**src/rtl/uart_rx_fifo.sv**
```systemverilog
// Receive-side frame FIFO for the UART, clocked at 16x baud.
// Edge-detects the receive strobe, buffers frames, and flags drops on overflow.
module uart_rx_fifo #(
    parameter int DEPTH = 8,
    parameter int WIDTH = 9
) (
    input  logic                     clk_16bd,
    input  logic                     rst,
    input  logic [WIDTH-1:0]         frame_in,
    input  logic                     frame_valid_in,
    input  logic                     rd_en,
    output logic [WIDTH-1:0]         rd_data,
    output logic                     rd_valid,
    output logic                     empty,
    output logic                     full,
    output logic [$clog2(DEPTH):0]   count,
    output logic                     overflow,
    input  logic                     clr_overflow
);

    localparam int AW = $clog2(DEPTH);
    localparam int CW = AW + 1;
    localparam logic [CW-1:0] DEPTH_C = CW'(DEPTH);

    logic [WIDTH-1:0] mem_q [DEPTH];

    logic             prev_q, prev_d;
    logic [AW-1:0]    wr_ptr_q, wr_ptr_d;
    logic [AW-1:0]    rd_ptr_q, rd_ptr_d;
    logic [CW-1:0]    count_q, count_d;
    logic             overflow_q, overflow_d;
    logic [WIDTH-1:0] rd_data_q, rd_data_d;
    logic             rd_valid_q, rd_valid_d;

    logic wr, rd_acc, wr_acc, ovf_set;

    always_comb begin
        wr      = frame_valid_in & ~prev_q;
        rd_acc  = rd_en & (count_q != '0);
        // a read in the same cycle frees the slot a full FIFO needs
        wr_acc  = wr & ((count_q != DEPTH_C) | rd_acc);
        ovf_set = wr & ~wr_acc;

        prev_d     = frame_valid_in;
        wr_ptr_d   = wr_acc ? wr_ptr_q + AW'(1) : wr_ptr_q;
        rd_ptr_d   = rd_acc ? rd_ptr_q + AW'(1) : rd_ptr_q;
        rd_data_d  = rd_acc ? mem_q[rd_ptr_q] : rd_data_q;
        rd_valid_d = rd_acc;

        count_d = count_q;
        unique case ({wr_acc, rd_acc})
            2'b10:   count_d = count_q + CW'(1);
            2'b01:   count_d = count_q - CW'(1);
            default: count_d = count_q;
        endcase

        overflow_d = overflow_q;
        if (ovf_set)
            overflow_d = 1'b1;
        else if (clr_overflow)
            overflow_d = 1'b0;
    end

    always_ff @(posedge clk_16bd) begin
        if (wr_acc)
            mem_q[wr_ptr_q] <= frame_in;
    end

    always_ff @(posedge clk_16bd or posedge rst) begin
        if (rst) begin
            prev_q     <= 1'b0;
            wr_ptr_q   <= '0;
            rd_ptr_q   <= '0;
            count_q    <= '0;
            overflow_q <= 1'b0;
            rd_data_q  <= '0;
            rd_valid_q <= 1'b0;
        end else begin
            prev_q     <= prev_d;
            wr_ptr_q   <= wr_ptr_d;
            rd_ptr_q   <= rd_ptr_d;
            count_q    <= count_d;
            overflow_q <= overflow_d;
            rd_data_q  <= rd_data_d;
            rd_valid_q <= rd_valid_d;
        end
    end

    assign rd_data  = rd_data_q;
    assign rd_valid = rd_valid_q;
    assign count    = count_q;
    assign empty    = (count_q == '0);
    assign full     = (count_q == DEPTH_C);
    assign overflow = overflow_q;

endmodule

```
**config.mk**
```make
export PLATFORM = sky130hd
export DESIGN_NAME = uart_rx_fifo
export DESIGN_NICKNAME = d
export VERILOG_FILES = /design/src/rtl/uart_rx_fifo.sv
export SDC_FILE = /design/constraint.sdc
export NUM_CORES = 1
export LEC_CHECK = 0
export CAP_MARGIN = 20
export CELL_PAD_IN_SITES_DETAIL_PLACEMENT = 0
export CELL_PAD_IN_SITES_GLOBAL_PLACEMENT = 2
export CORE_AREA = 5 5 104 96
export CTS_CLUSTER_DIAMETER = 200
export DETAILED_ROUTE_END_ITERATION = 7
export DIE_AREA = 0 0 109 101
export PLACE_DENSITY = 0.89
export RECOVER_POWER = 25
export SETUP_SLACK_MARGIN = 0.5
export SYNTH_ARGS = -nofsm -noshare
export SYNTH_HDL_FRONTEND = slang
export SYNTH_SLANG_ARGS = --single-unit
```
**constraint.sdc**
```tcl
create_clock -name clk_16bd -period 4.3 [get_ports clk_16bd]
set_clock_uncertainty 0.1 [all_clocks]
set_input_delay 0.86 -clock clk_16bd [delete_from_list [all_inputs] [get_ports clk_16bd]]
set_output_delay 0.86 -clock clk_16bd [all_outputs]
set_load 0.1 [all_outputs]
```
-- Word level (Yosys, flattened, before mapping)
Memory sizes are Yosys's and may differ from the RTL's. A register that Yosys moved wholly into a read port is not among the register bits.
Index checks and enable logic that the tools add are counted.
- add/subtract/negate cells: 4
- equal/unequal tests: 4
- mux-type cells: 5
- bitwise operators: 7
- reductions and logical operators: 4
- operator list (cell ; number):
    4-bit one-hot mux with 2 select lines ; 1
    3-bit by 1-bit adder with 3-bit output (second input constant) ; 2
    4-bit by 1-bit adder with 4-bit output (second input constant) ; 1
    1-bit AND ; 4
    4-bit == test (second input constant) ; 1
    4-bit zero test ; 1
    1-bit two-way mux ; 4
    4-bit != test (second input constant) ; 1
    2-bit nonzero test ; 2
    4-bit nonzero test ; 1
    4-bit by 1-bit subtractor with 4-bit output (second input constant) ; 1
    2-bit by 1-bit == test with 1-bit output (second input constant) ; 1
    2-bit == test (second input constant) ; 1
    1-bit inverter ; 2
    1-bit bitwise OR ; 1
- flip-flop bits (word level): 13
- memory bits (writable): 72
- bits of input ports: 14
- output and inout port bits: 17
- word-level logic and storage cells: 31
- memories: 1
- memories (name ; words ; bits a word ; rd ports ; clocked after memory_dff ; write ports ; line ; text):
    mem_q ; 8 ; 9 ; 1 ; 1 ; 1 ; 25 ; logic [WIDTH-1:0] mem_q [DEPTH];

-- Logic depth before layout (Yosys ltp)
Gate-level depths: netlist (run 1).
- depth in word-level cells: 7
- depth in mapped cells: 9
- depth with buffers taken out: 9

-- Least setup slack after synthesis (run 1)
No wires, ideal clock.
- path kind: reg2out
- start: register count_q[1], in the netlist count[1]
- end: output empty
- arrival time: 3.859 ns
- data required time: 3.340 ns
- slack: -0.519 ns
- stages on the path, launching flop included: 2
- cell sequence: dfrtp_1 -> nor4_1
- longest elaborated chain between the ends: 1
- ends and longest elaborated chain (element ; line ; text):
    from (decl) ; 30 ; logic [CW-1:0] count_q, count_d;
    from (signal assigned) ; 82 ; count_q <= count_d;
    4-bit zero test ; 92 ; assign empty = (count_q == '0);
    to (decl) ; 14 ; output logic empty,
No other way between the ends.

-- Final worst setup path (run 1)
- start: register count_q[0], in the netlist count[0]
- end: output full
- longest elaborated chain between the ends: 1
- ends and longest elaborated chain (element ; line ; text):
    4-bit == test ; 93 ; assign full = (count_q == DEPTH_C);
    to (decl) ; 15 ; output logic full,
No other way between the ends.

==> metrics.log, run 1 <==
[metrics] result of the run: finished clean
[metrics] proportion of layout cells with a drive suffix above 1: 17.67%
[metrics] number of top-level pins: 31
[metrics] total of warnings raised by yosys: 0
[metrics] number of cells on the critical path: 2
[metrics] element type at the critical path start: register
[metrics] delay contributed by the slowest stage of the critical path: 1.17 ns
[metrics] clock tree from TritonCTS: built
[metrics] Post-Syn Area: 3842 µm²
[metrics] post-placement setup slack: 0.9339 ns
[metrics] arrival time at the worst endpoint: 2.33 ns
[metrics] synthesized instance count: 240
[metrics] total of flip-flops plus latches after synthesis: 94
[metrics] overall routed net length: 6.639 mm
[metrics] cell taking the most area after synthesis: sky130_fd_sc_hd__edfxtp_1
[metrics] Filler Cell Count: 767
[metrics] final critical-path required period: 3.289 ns
[metrics] setup slack of the most critical reg-to-reg path: 1.54 ns
[metrics] cell type group with the largest total delay on the critical path: buffers and inverters
[metrics] effective utilization at floorplan: 43.28%
[metrics] initial antenna violation count: 0
[metrics] share of the core filled with cells in the final layout: 50.40%
[metrics] startpoint of the most critical hold path: rd_data[3]$_DFFE_PP0P_
[metrics] kind of end point of the critical path: output pin
[metrics] RSZ-0062 raised after global routing: no
[metrics] Final Worst Setup Slack: 1.011 ns
[metrics] destination of the worst hold path: rd_data[3]$_DFFE_PP0P_
[metrics] hold violation total from the final report: 0
[metrics] number of levels in the clock H-tree: 3
[metrics] worst vdd rail ir drop: 404.9 µV
[metrics] Sink Count: 94
[metrics] cell-by-cell listing of the critical path: nor4b_4, clkdlybuf4s50_1
[metrics] Max stage delay cell, worst path: sky130_fd_sc_hd__clkdlybuf4s50_1
[metrics] Die Outline Area: 11010 µm²
[metrics] wire length of the first global-routing pass: 10.96 mm
[metrics] top post-synthesis cells by area: sky130_fd_sc_hd__edfxtp_1 (56%), sky130_fd_sc_hd__dfrtp_1 (14%), sky130_fd_sc_hd__mux2_2 (5.6%), sky130_fd_sc_hd__mux2i_1 (4.9%), sky130_fd_sc_hd__a221o_1 (2.3%)
[metrics] Remaining DRCs: 0
[metrics] placed insts: 388
[metrics] vias in the first global route: 2050
[metrics] setup_tns: 0 ns
[metrics] Worst R2R End: count[3]$_DFFE_PP0P_
[metrics] worst-case clock buffer depth: 2
[metrics] relative max-transition margin: 34.88%
[metrics] global-route total usage across every layer: 13.43%
[metrics] net count after synthesis: 260
[metrics] height of the chip: 101 µm
[metrics] count of endpoints failing setup in the final report: 0
[metrics] number of standard-cell rows in the floorplan: 33
[metrics] post-CTS clock slew at the launch and capture registers of the worst setup and hold paths: 0.09 ns
[metrics] total grt overflow: 0
[metrics] number of DRC markers after the initial detailed-route iteration: 153
[metrics] PnR Total Power: 3.235 mW
[metrics] count of buffering cells on the critical path with inverters included: 1
[metrics] period utilization: 76.49%
[metrics] Final HPWL DP: 4.518 mm
[metrics] share of the synthesized area in the top cell type: 56.27%
[metrics] post-cts repair resize count: 0
[metrics] sequential cell area fraction in the yosys report: 70.60%
[metrics] critical path data required time: 3.34 ns
[metrics] final count of pins violating max slew: 0
[metrics] net total in the final layout: 298
[metrics] PortBufs: 30
[metrics] core area: 8877 µm²
[metrics] Placer Congestion: 0.7304
[metrics] path category of the worst min-delay check: register to register
[metrics] critical path peak fanout: 7
[metrics] slew at the pin closest to its max-slew limit: 0.9737 ns
[metrics] clock network latency to the later pin of the worst-skew pair: 0.35 ns
[metrics] maximum achievable frequency: 304.1 MHz
[metrics] total of hold buffers inserted after clock tree synthesis: 0
[metrics] number of distinct library cells after synthesis: 33
[metrics] number of max-cap violations: 0
[metrics] Inserted Clock Buffers: 9
[metrics] die width: 109 µm
[metrics] number of cells on the worst reg-to-reg path: 9
[metrics] post-CTS repair timing setup buffer count: 0
[metrics] final std cells w/o fill: 405
[metrics] detail-routed net length per standard cell: 16.39 µm
[metrics] signed area change from the synthesized netlist to the final layout: 16.44%
[metrics] PD cells: 723.0 nW/µm²
[metrics] start-to-end type of the worst setup path: register to output pin
[metrics] launch point of the worst reg-to-reg path: count[1]$_DFFE_PP0P_
[metrics] vias after detailed routing: 2052
[metrics] Detail Route Antenna Nets: 0
[metrics] mean number of vias per cell: 5.067
[metrics] worst hold path stage count: 2
[metrics] clock root buffer master: sky130_fd_sc_hd__clkbuf_8
[metrics] Avg Cell Area, Syn: 16.01 µm²
[metrics] number of inserted diodes: 0
[metrics] total iterations of the first detailed-routing run: 4
[metrics] LEAKAGE: 1.595 nW
[metrics] largest net degree at the start of global routing: 23
==> through the flow <==
| step | cell area (µm²) | hold slack [ns] |
|---|---|---|
| 6_report | 4474 | 0.3822 |
| 5_1_grt | 4474 | 0.4268 |
| 4_1_cts | 4463 | 0.3910 |
| 3_5_place_dp | 4275 | 0.3684 |
| 3_3_place_gp | 4275 | 0.3680 |
| 2_1_floorplan | 3854 | 0.3850 |
==> flip-flops by register name, indices dropped and copies added, names as in the netlist <==
signal,cells
wr_ptr_q,3
overflow,1
prev_q,1
rd_ptr_q,3
count,4
rd_valid,1
rd_data,9
mem_q,72
==> worst max path at each step <==
stage / slack, ns / from / endpoint
6_report: 1.01 / count[0]$_DFFE_PP0P_ / full
5_1_grt: 0.91 / count[0]$_DFFE_PP0P_ / full
4_1_cts: 0.96 / count[0]$_DFFE_PP0P_ / full
3_5_place_dp: 0.93 / rd_en / count[3]$_DFFE_PP0P_
3_3_place_gp: 0.95 / rd_en / count[3]$_DFFE_PP0P_
2_1_floorplan: 0.55 / count[3]$_DFFE_PP0P_ / count[3]$_DFFE_PP0P_
==> logic make-up after synthesis <==
family	count (synthesis)	share of synthesized area [%]
simple gates	47	6.154
mux	38	10.52
xor+xnor	6	1.368
fa+ha+maj	6	2.149
buf+inv	16	2.866
compound gates	33	6.350
flops	94	70.60
==> cell usage after synthesis <==
cell type,n
sky130_fd_sc_hd__or4_1,1
sky130_fd_sc_hd__buf_1,2
sky130_fd_sc_hd__nand2b_1,4
sky130_fd_sc_hd__o21ai_2,1
sky130_fd_sc_hd__o22ai_1,10
sky130_fd_sc_hd__nor2_1,7
sky130_fd_sc_hd__buf_2,2
sky130_fd_sc_hd__nor2b_1,2
sky130_fd_sc_hd__nor4_1,3
sky130_fd_sc_hd__xor2_1,1
sky130_fd_sc_hd__inv_1,6
sky130_fd_sc_hd__a221o_1,9
sky130_fd_sc_hd__edfxtp_1,72
sky130_fd_sc_hd__nand2_1,21
sky130_fd_sc_hd__nor4b_4,1
sky130_fd_sc_hd__nand3_1,4
sky130_fd_sc_hd__a21oi_1,1
sky130_fd_sc_hd__o21ai_0,1
sky130_fd_sc_hd__o41ai_2,1
sky130_fd_sc_hd__dfrtp_1,22
sky130_fd_sc_hd__a21o_1,1
sky130_fd_sc_hd__mux2_2,19
sky130_fd_sc_hd__nor3_1,3
sky130_fd_sc_hd__o21ai_1,8
sky130_fd_sc_hd__buf_6,2
sky130_fd_sc_hd__clkbuf_1,2
sky130_fd_sc_hd__ha_1,5
sky130_fd_sc_hd__mux2i_1,19
sky130_fd_sc_hd__nand4b_1,1
sky130_fd_sc_hd__fa_1,1
sky130_fd_sc_hd__a2111oi_0,1
sky130_fd_sc_hd__xnor2_1,5
sky130_fd_sc_hd__buf_12,2
==> layout make-up <==
type | instances | area, µm² | area share (%)
flip-flops and latches | 94 | 2718 | 60.74
repair buffers | 37 | 356.6 | 7.970
clock buffers | 9 | 123.9 | 2.768
clock inverters | 7 | 63.81 | 1.426
multi-input cells | 130 | 1037 | 23.18
inverters | 6 | 22.52 | 0.5034
well taps | 122 | 152.6 | 3.412
==> worst register-to-register path, stage by stage (launching register included) <==
cell and delay [ns]:
sky130_fd_sc_hd__dfrtp_2 0.49, sky130_fd_sc_hd__o41ai_4 0.40, sky130_fd_sc_hd__buf_6 0.23, sky130_fd_sc_hd__inv_1 0.10
sky130_fd_sc_hd__ha_1 0.27, sky130_fd_sc_hd__ha_1 0.29, sky130_fd_sc_hd__a21o_1 0.21, sky130_fd_sc_hd__a2111oi_0 0.35
sky130_fd_sc_hd__nand4b_1 0.16, sky130_fd_sc_hd__nand3_1 0.06
==> where the power goes <==
part / internal (mW) / switching, mW
Clock: 0.223 / 0.325
Combinational: 0.466 / 0.931
Sequential: 1.13 / 0.159
Total: 1.82 / 1.42
==> routing by layer <==
metal / track usage (%) / up-vias / routed length (µm)
met5: 0 / - / 0
met4: 5.534 / 0 / 105
met3: 3.716 / 8 / 391
met2: 18.89 / 47 / 2983
met1: 19.57 / 1005 / 3158
li1: - / 992 / -
==> placed cells by master (no fill, tap or decap), types with 2 or more instances in the layout <==
master,count
sky130_fd_sc_hd__inv_6,2
sky130_fd_sc_hd__dlygate4sd3_1,8
sky130_fd_sc_hd__o21ai_1,8
sky130_fd_sc_hd__inv_8,2
sky130_fd_sc_hd__mux2_2,19
sky130_fd_sc_hd__nor3_1,3
sky130_fd_sc_hd__dfrtp_2,4
sky130_fd_sc_hd__clkbuf_8,9
sky130_fd_sc_hd__xnor2_1,5
sky130_fd_sc_hd__nand3_1,4
sky130_fd_sc_hd__inv_1,6
sky130_fd_sc_hd__o22ai_1,10
sky130_fd_sc_hd__mux2i_1,19
sky130_fd_sc_hd__nand2_1,21
sky130_fd_sc_hd__clkinvlp_4,2
sky130_fd_sc_hd__clkdlybuf4s50_1,22
sky130_fd_sc_hd__dfrtp_1,18
sky130_fd_sc_hd__nand2b_1,4
sky130_fd_sc_hd__buf_4,6
sky130_fd_sc_hd__nor2_1,7
sky130_fd_sc_hd__ha_1,5
sky130_fd_sc_hd__nor4_1,2
sky130_fd_sc_hd__edfxtp_1,72
sky130_fd_sc_hd__a221o_1,9
sky130_fd_sc_hd__nor2b_1,2
Note: power is estimated with default switching activity, not from simulation.
==> run 2: changes to the inputs <==
- CORE_AREA: 5 5 104 96 -> 5 5 112 104
- DIE_AREA: 0 0 109 101 -> 0 0 117 109
- PLACE_DENSITY: 0.89 -> 0.81
- clock period: 4.3 -> 2.8 ns (I/O delays scaled with it)
==> metrics.log, run 2 (synthesis results as in run 1) <==
[metrics] result of the run: finished clean
[metrics] number of standard-cell rows in the floorplan: 36 (+9.1%)
[metrics] maximum achievable frequency: 427.7 MHz
[metrics] Die Outline Area: 12750 µm² (+16%)
[metrics] internal power of the cells: 3.304 mW (+82%)
[metrics] relative contribution of sequential cells to total power: 34.8% (-5.1 points)
[metrics] effective utilization at floorplan: 36.77% (-6.5 points)
[metrics] arrival time at the worst endpoint: 2.50 ns (+0.17 ns)
[metrics] slew at the pin closest to its max-slew limit: 0.7139 ns (-0.2598 ns)
[metrics] Detail Route Antenna Nets: 0 (unchanged)
[metrics] critical path data required time: 2.97 ns (-0.37 ns)
[metrics] critical path peak fanout: 7 (unchanged)
[metrics] mean number of vias per cell: 4.819 (-4.9%)
[metrics] Final HPWL DP: 4.761 mm (+5.4%)
[metrics] proportion of layout cells with a drive suffix above 1: 31.21% (+14 points)
[metrics] Sink Count: 94 (unchanged)
[metrics] vias in the first global route: 2193 (+7.0%)
[metrics] proportion of power drawn by the clock network: 23.3% (+6.4 points)
[metrics] total iterations of the first detailed-routing run: 4 (unchanged)
[metrics] kind of end point of the critical path: register
[metrics] Inserted Clock Buffers: 9 (unchanged)
[metrics] PortBufs: 30 (unchanged)
[metrics] relative max-transition margin: 52.31% (+17 points)
[metrics] most used cells in the layout excluding fill and tap cells: sky130_fd_sc_hd__edfxtp_1 (72), sky130_fd_sc_hd__buf_4 (38), sky130_fd_sc_hd__nand2_1 (20)
[metrics] initial antenna violation count: 0 (unchanged)
[metrics] final count of pins violating max slew: 0 (unchanged)
[metrics] clock network latency to the later pin of the worst-skew pair: 0.33 ns (-0.02 ns)
[metrics] hold violation total from the final report: 0 (unchanged)
[metrics] final critical-path required period: 2.338 ns
[metrics] LEAKAGE: 1.768 nW (+11%)
[metrics] PD cells: 1164 nW/µm² (+61%)
[metrics] largest register by flop count: mem_q
[metrics] wire length of the first global-routing pass: 11.84 mm (+8.0%)
[metrics] largest net degree at the start of global routing: 39 (+70%)
[metrics] period utilization: 83.49%
[metrics] PnR Total Power: 5.546 mW (+71%)
[metrics] count of endpoints failing setup in the final report: 0 (unchanged)
[metrics] RSZ-0062 raised after global routing: yes
[metrics] height of the chip: 109 µm (+7.9%)
[metrics] number of inserted diodes: 0 (unchanged)
[metrics] Placer Congestion: 0.7552 (+3.4%)
[metrics] number of top-level pins: 31 (unchanged)
[metrics] global-route total usage across every layer: 12.48% (-0.95 points)
[metrics] core area: 10450 µm² (+18%)
[metrics] net total in the final layout: 313 (+5.0%)
[metrics] Remaining DRCs: 0 (unchanged)
[metrics] clock root buffer master: sky130_fd_sc_hd__clkbuf_16
[metrics] detail-routed net length per standard cell: 16.76 µm (+2.2%)
[metrics] Largest register FFs: 72 (unchanged)
[metrics] worst vdd rail ir drop: 796.3 µV (+97%)
[metrics] signed area change from the synthesized netlist to the final layout: 23.97%
[metrics] total net switching power: 2.242 mW (+58%)
[metrics] path category of the worst min-delay check: register to register
[metrics] element type at the critical path start: register
[metrics] worst-case clock buffer depth: 2 (unchanged)
[metrics] total of hold buffers inserted after clock tree synthesis: 0 (unchanged)
[metrics] post-CTS clock slew at the launch and capture registers of the worst setup and hold paths: 0.07 ns (-0.02 ns)
[metrics] number of levels in the clock H-tree: 3 (unchanged)
[metrics] overall routed net length: 7.223 mm (+8.8%)
[metrics] portion of total power attributed to combinational logic: 41.9% (-1.3 points)
[metrics] clock tree from TritonCTS: built
[metrics] number of DRC markers after the initial detailed-route iteration: 69 (-55%)
[metrics] vias after detailed routing: 2077 (+1.2%)
[metrics] total grt overflow: 0 (unchanged)
[metrics] number of max-cap violations: 0 (unchanged)
[metrics] start-to-end type of the worst setup path: register to register
[metrics] setup_tns: 0 ns (unchanged)
[metrics] most common cell after layout, fill and taps aside: sky130_fd_sc_hd__edfxtp_1
[metrics] Net Sw Frac: 40.42% (-3.3 points)
[metrics] die width: 117 µm (+7.3%)
==> run 2: cell type report <==
class	instances	area, µm²
inverter	6	22.52
multi-input combinational	130	1107
clock inverter	7	95.09
fill	944	5687
clock buffer	9	225.2
sequential	94	2723
tap	133	166.4
timing repair buffer	52	424.2
==> run 2: through the flow <==
| step | hold slack (ns) | util [%] | setup WS, ns | cells | area, µm² |
|---|---|---|---|---|---|
| floorplan | 0.3850 | - | -0.7590 | 240 | 3918 |
| global placement | 0.3683 | 41.80 | 0.02561 | 408 | 4368 |
| detailed placement | 0.3781 | 41.80 | -0.06012 | 408 | 4368 |
| CTS | 0.3938 | 45.55 | 0.4589 | 431 | 4760 |
| global route | 0.4211 | 45.58 | 0.3339 | 431 | 4763 |
| finish | 0.3841 | 45.58 | 0.4622 | 431 | 4763 |
==> run 2: routing by layer <==
metal / vias to the layer above / GRT usage (%) / wire, µm
li1: 1020 / - / -
met1: 1011 / 16.93 / 3381
met2: 39 / 19.90 / 3488
met3: 7 / 3.163 / 257
met4: 0 / 3.604 / 95
met5: - / 0 / 0
==> run 2: worst paths after layout <==
| kind | from | end | slack [ns] | cells after the start |
|---|---|---|---|---|
| worst min register to register | rd_data[3]$_DFFE_PP0P_ | rd_data[3]$_DFFE_PP0P_ | 0.38 | 2 |
| min in group asynchronous | rst | rd_data[3]$_DFFE_PP0P_ | 0.54 | 2 |
| worst min-delay path | rd_data[3]$_DFFE_PP0P_ | rd_data[3]$_DFFE_PP0P_ | 0.38 | 2 |
| worst max register to register | count[3]$_DFFE_PP0P_ | count[3]$_DFFE_PP0P_ | 0.46 | 8 |
| worst max-delay path | count[3]$_DFFE_PP0P_ | count[3]$_DFFE_PP0P_ | 0.46 | 8 |
| max in group asynchronous | rst | wr_ptr_q[2]$_DFFE_PP0P_ | 1.50 | 3 |
==> run 2: worst max-delay path, cell delays in order (launching register included) <==
cell and delay [ns]:
sky130_fd_sc_hd__dfrtp_4 0.53, sky130_fd_sc_hd__o41ai_4 0.33, sky130_fd_sc_hd__inv_2 0.10, sky130_fd_sc_hd__ha_4 0.19
sky130_fd_sc_hd__ha_4 0.25, sky130_fd_sc_hd__a21o_1 0.15, sky130_fd_sc_hd__a21oi_1 0.10, sky130_fd_sc_hd__or4_1 0.43
sky130_fd_sc_hd__nand3_1 0.09
==> run 2: power by group through the flow <==
| stage | combinational, mW | clock (mW) | sequential, mW |
|---|---|---|---|
| after floorplan | 1.10 | 0 | 2.65 |
| after global placement | 2.20 | 0 | 1.97 |
| after detailed placement | 2.24 | 0 | 1.98 |
| after CTS | 2.34 | 1.31 | 1.94 |
| after global routing | 2.49 | 1.37 | 1.96 |
| final | 2.32 | 1.29 | 1.93 |
==> run 2: timing repair <==
| action | 4_1_cts | 5_1_grt |
|---|---|---|
| pin swaps | 2 | 0 |
| buffers inserted | 7 | 0 |
| setup endpoints to repair | 1 | 2 |
| resized for setup | 8 | 1 |
==> run 3: changes to the inputs <==
- clock period: 2.8 -> 1.9 ns (I/O delays scaled with it)
==> metrics.log, run 3 (synthesis results as in run 1) <==
[metrics] net total in the final layout: 362 (+16%)
[metrics] height of the chip: 109 µm (unchanged)
[metrics] signed area change from the synthesized netlist to the final layout: 53.83%
[metrics] detail-routed net length per standard cell: 18.73 µm (+12%)
[metrics] Placer Congestion: 0.7440 (-1.5%)
[metrics] largest net degree at the start of global routing: 23 (-41%)
[metrics] mean number of vias per cell: 4.929 (+2.3%)
[metrics] PD cells: 1716 nW/µm² (+47%)
[metrics] vias after detailed routing: 2366 (+14%)
[metrics] slew at the pin closest to its max-slew limit: 0.5715 ns (-0.1425 ns)
[metrics] post-CTS clock slew at the launch and capture registers of the worst setup and hold paths: 0.07 ns (about the same)
[metrics] Largest register FFs: 72 (unchanged)
[metrics] start-to-end type of the worst setup path: register to register
[metrics] global-route total usage across every layer: 14.69% (+2.2 points)
[metrics] element type at the critical path start: register
[metrics] worst-case clock buffer depth: 2 (unchanged)
[metrics] Cell Area, Placed: 4751 µm² (+8.8%)
[metrics] count of endpoints failing setup in the final report: 77 (+77)
[metrics] number of max-cap violations: 0 (unchanged)
[metrics] Inserted Clock Buffers: 9 (unchanged)
[metrics] delay contributed by the slowest stage of the critical path: 0.50 ns (-0.03 ns)
[metrics] total of hold buffers inserted after clock tree synthesis: 0 (unchanged)
[metrics] number of top-level pins: 31 (unchanged)
[metrics] final worst hold slack: 0.4415 ns (+0.05741 ns)
[metrics] wire length of the first global-routing pass: 13.57 mm (+15%)
[metrics] critical path peak fanout: 4 (-3)
[metrics] Die Outline Area: 12750 µm² (unchanged)
[metrics] final count of pins violating max slew: 0 (unchanged)
[metrics] clock tree from TritonCTS: built
[metrics] number of levels in the clock H-tree: 3 (unchanged)
[metrics] LEAKAGE: 2.285 nW (+29%)
[metrics] area used by multi-input combinational logic: 1394 µm² (+26%)
[metrics] Detail Route Antenna Nets: 0 (unchanged)
[metrics] initial antenna violation count: 0 (unchanged)
[metrics] clock root buffer master: sky130_fd_sc_hd__clkbuf_16
[metrics] arrival time at the worst endpoint: 2.48 ns (-0.02 ns)
[metrics] Filler Cell Count: 801 (-15%)
[metrics] die width: 117 µm (unchanged)
[metrics] number of cells on the worst reg-to-reg path: 9 (+1)
[metrics] proportion of layout cells with a drive suffix above 1: 49.28% (+18 points)
[metrics] Max stage delay cell, worst path: sky130_fd_sc_hd__dfrtp_4
[metrics] relative max-transition margin: 61.90% (+9.6 points)
[metrics] critical path data required time: 2.02 ns (-0.95 ns)
[metrics] Top cell by count, worst path: sky130_fd_sc_hd__ha_4
[metrics] kind of end point of the critical path: register
[metrics] total grt overflow: 0 (unchanged)
[metrics] post-placement setup slack: -0.7617 ns (-0.7015 ns)
[metrics] number of DRC markers after the initial detailed-route iteration: 148 (+110%)
[metrics] Remaining DRCs: 0 (unchanged)
[metrics] hold violation total from the final report: 0 (unchanged)
[metrics] largest register by flop count: mem_q
[metrics] vias in the first global route: 2393 (+9.1%)
[metrics] worst vdd rail ir drop: 1403 µV (+76%)
[metrics] clock network latency to the later pin of the worst-skew pair: 0.34 ns (about the same)
[metrics] final critical-path required period: 2.350 ns (+0.01256 ns)
[metrics] Final Worst Setup Slack: -0.4504 ns (-0.9126 ns)
[metrics] most used cells in the layout excluding fill and tap cells: sky130_fd_sc_hd__edfxtp_1 (72), sky130_fd_sc_hd__buf_4 (28), sky130_fd_sc_hd__buf_6 (26)
[metrics] path category of the worst min-delay check: register to register
[metrics] Non-Filler Cell Area, Final: 5911 µm² (+24%)
[metrics] number of inserted diodes: 0 (unchanged)
[metrics] cell-by-cell listing of the critical path: nor4b_4, nand2b_1, nand2_2, ha_4, ha_4, a21o_1, a2111oi_2, nand4b_1, nand3_1
[metrics] most common cell after layout, fill and taps aside: sky130_fd_sc_hd__edfxtp_1
[metrics] sequential cell area: 2728 µm² (+0.18%)
[metrics] worst hold path stage count: 2 (unchanged)
[metrics] Sink Count: 94 (unchanged)
[metrics] RSZ-0062 raised after global routing: yes
[metrics] number of standard-cell rows in the floorplan: 36 (unchanged)
[metrics] maximum achievable frequency: 425.5 MHz (-0.53%)
[metrics] result of the run: finished, violations left
[metrics] effective utilization at floorplan: 36.77% (unchanged)
[metrics] period utilization: 123.7% (+40 points)
[metrics] violations in the final reports: setup timing
[metrics] Final HPWL DP: 4.934 mm (+3.6%)
[metrics] overall routed net length: 8.989 mm (+24%)
[metrics] PortBufs: 30 (unchanged)
[metrics] core area: 10450 µm² (unchanged)
[metrics] total iterations of the first detailed-routing run: 4 (unchanged)
[run 3: where the power goes]
part,switching [mW],internal [mW]
Clock,0.781,0.943
Sequential,0.399,2.58
Combinational,2.83,2.61
[run 3: path summary, 6_finish.rpt]
kind	from	end	slack, ns
min in group asynchronous	rst	rd_data[7]$_DFFE_PP0P_	0.52
max in group asynchronous	rst	count[3]$_DFFE_PP0P_	0.75
worst min register to register	rd_data[1]$_DFFE_PP0P_	rd_data[1]$_DFFE_PP0P_	0.44
worst max register to register	count[0]$_DFFE_PP0P_	count[3]$_DFFE_PP0P_	-0.45
worst min-delay path	rd_data[1]$_DFFE_PP0P_	rd_data[1]$_DFFE_PP0P_	0.44
worst max-delay path	count[0]$_DFFE_PP0P_	count[3]$_DFFE_PP0P_	-0.45
[run 3: worst max-delay path, delay by kind of cell, from the launching register on]
| kind | cells | cell delay (ns) |
|---|---|---|
| adders and majority gates | 2 | 0.36 |
| and+or+nand+nor | 5 | 0.82 |
| AOI/OAI and AO/OA | 2 | 0.47 |
| DFF | 1 | 0.50 |
[run 3: area by class of cell]
type / count / area share, %
clock buffers: 10 / 4.043
clock inverters: 6 / 0.8891
inverters: 6 / 0.3810
multi-input cells: 130 / 23.58
flip-flops and latches: 94 / 46.15
well taps: 133 / 2.815
repair buffers: 101 / 22.14
[run 3: through the flow]
| stage | instances | setup TNS [ns] | power [mW] | utilization, % |
|---|---|---|---|---|
| 2_1_floorplan | 240 | -79.34 | 5.539 | - |
| 3_3_place_gp | 427 | -15.11 | 6.913 | 45.46 |
| 3_5_place_dp | 427 | -16.72 | 6.992 | 45.46 |
| 4_1_cts | 467 | -10.17 | 9.659 | 54.05 |
| 5_1_grt | 480 | -21.56 | 10.57 | 56.56 |
| 6_report | 480 | -14.07 | 10.15 | 56.56 |
[run 3: layer usage]
layer	GRT usage (%)	vias up	wire, µm	share of wire (%)
met4	5.242	0	112	1.2
met1	19.15	1164	3822	43
met5	0	-	0	0
li1	-	1129	-	-
met2	24.25	64	4643	52
met3	3.108	9	412	4.6
[run 3: timing repair]
item                                   CTS  global route
gates resized for setup                 89            33
cloned                                  12             1
buffers inserted                        12            12
pin swaps                               13            10
endpoints found under the hold margin    0             0
setup endpoints to repair              109           110
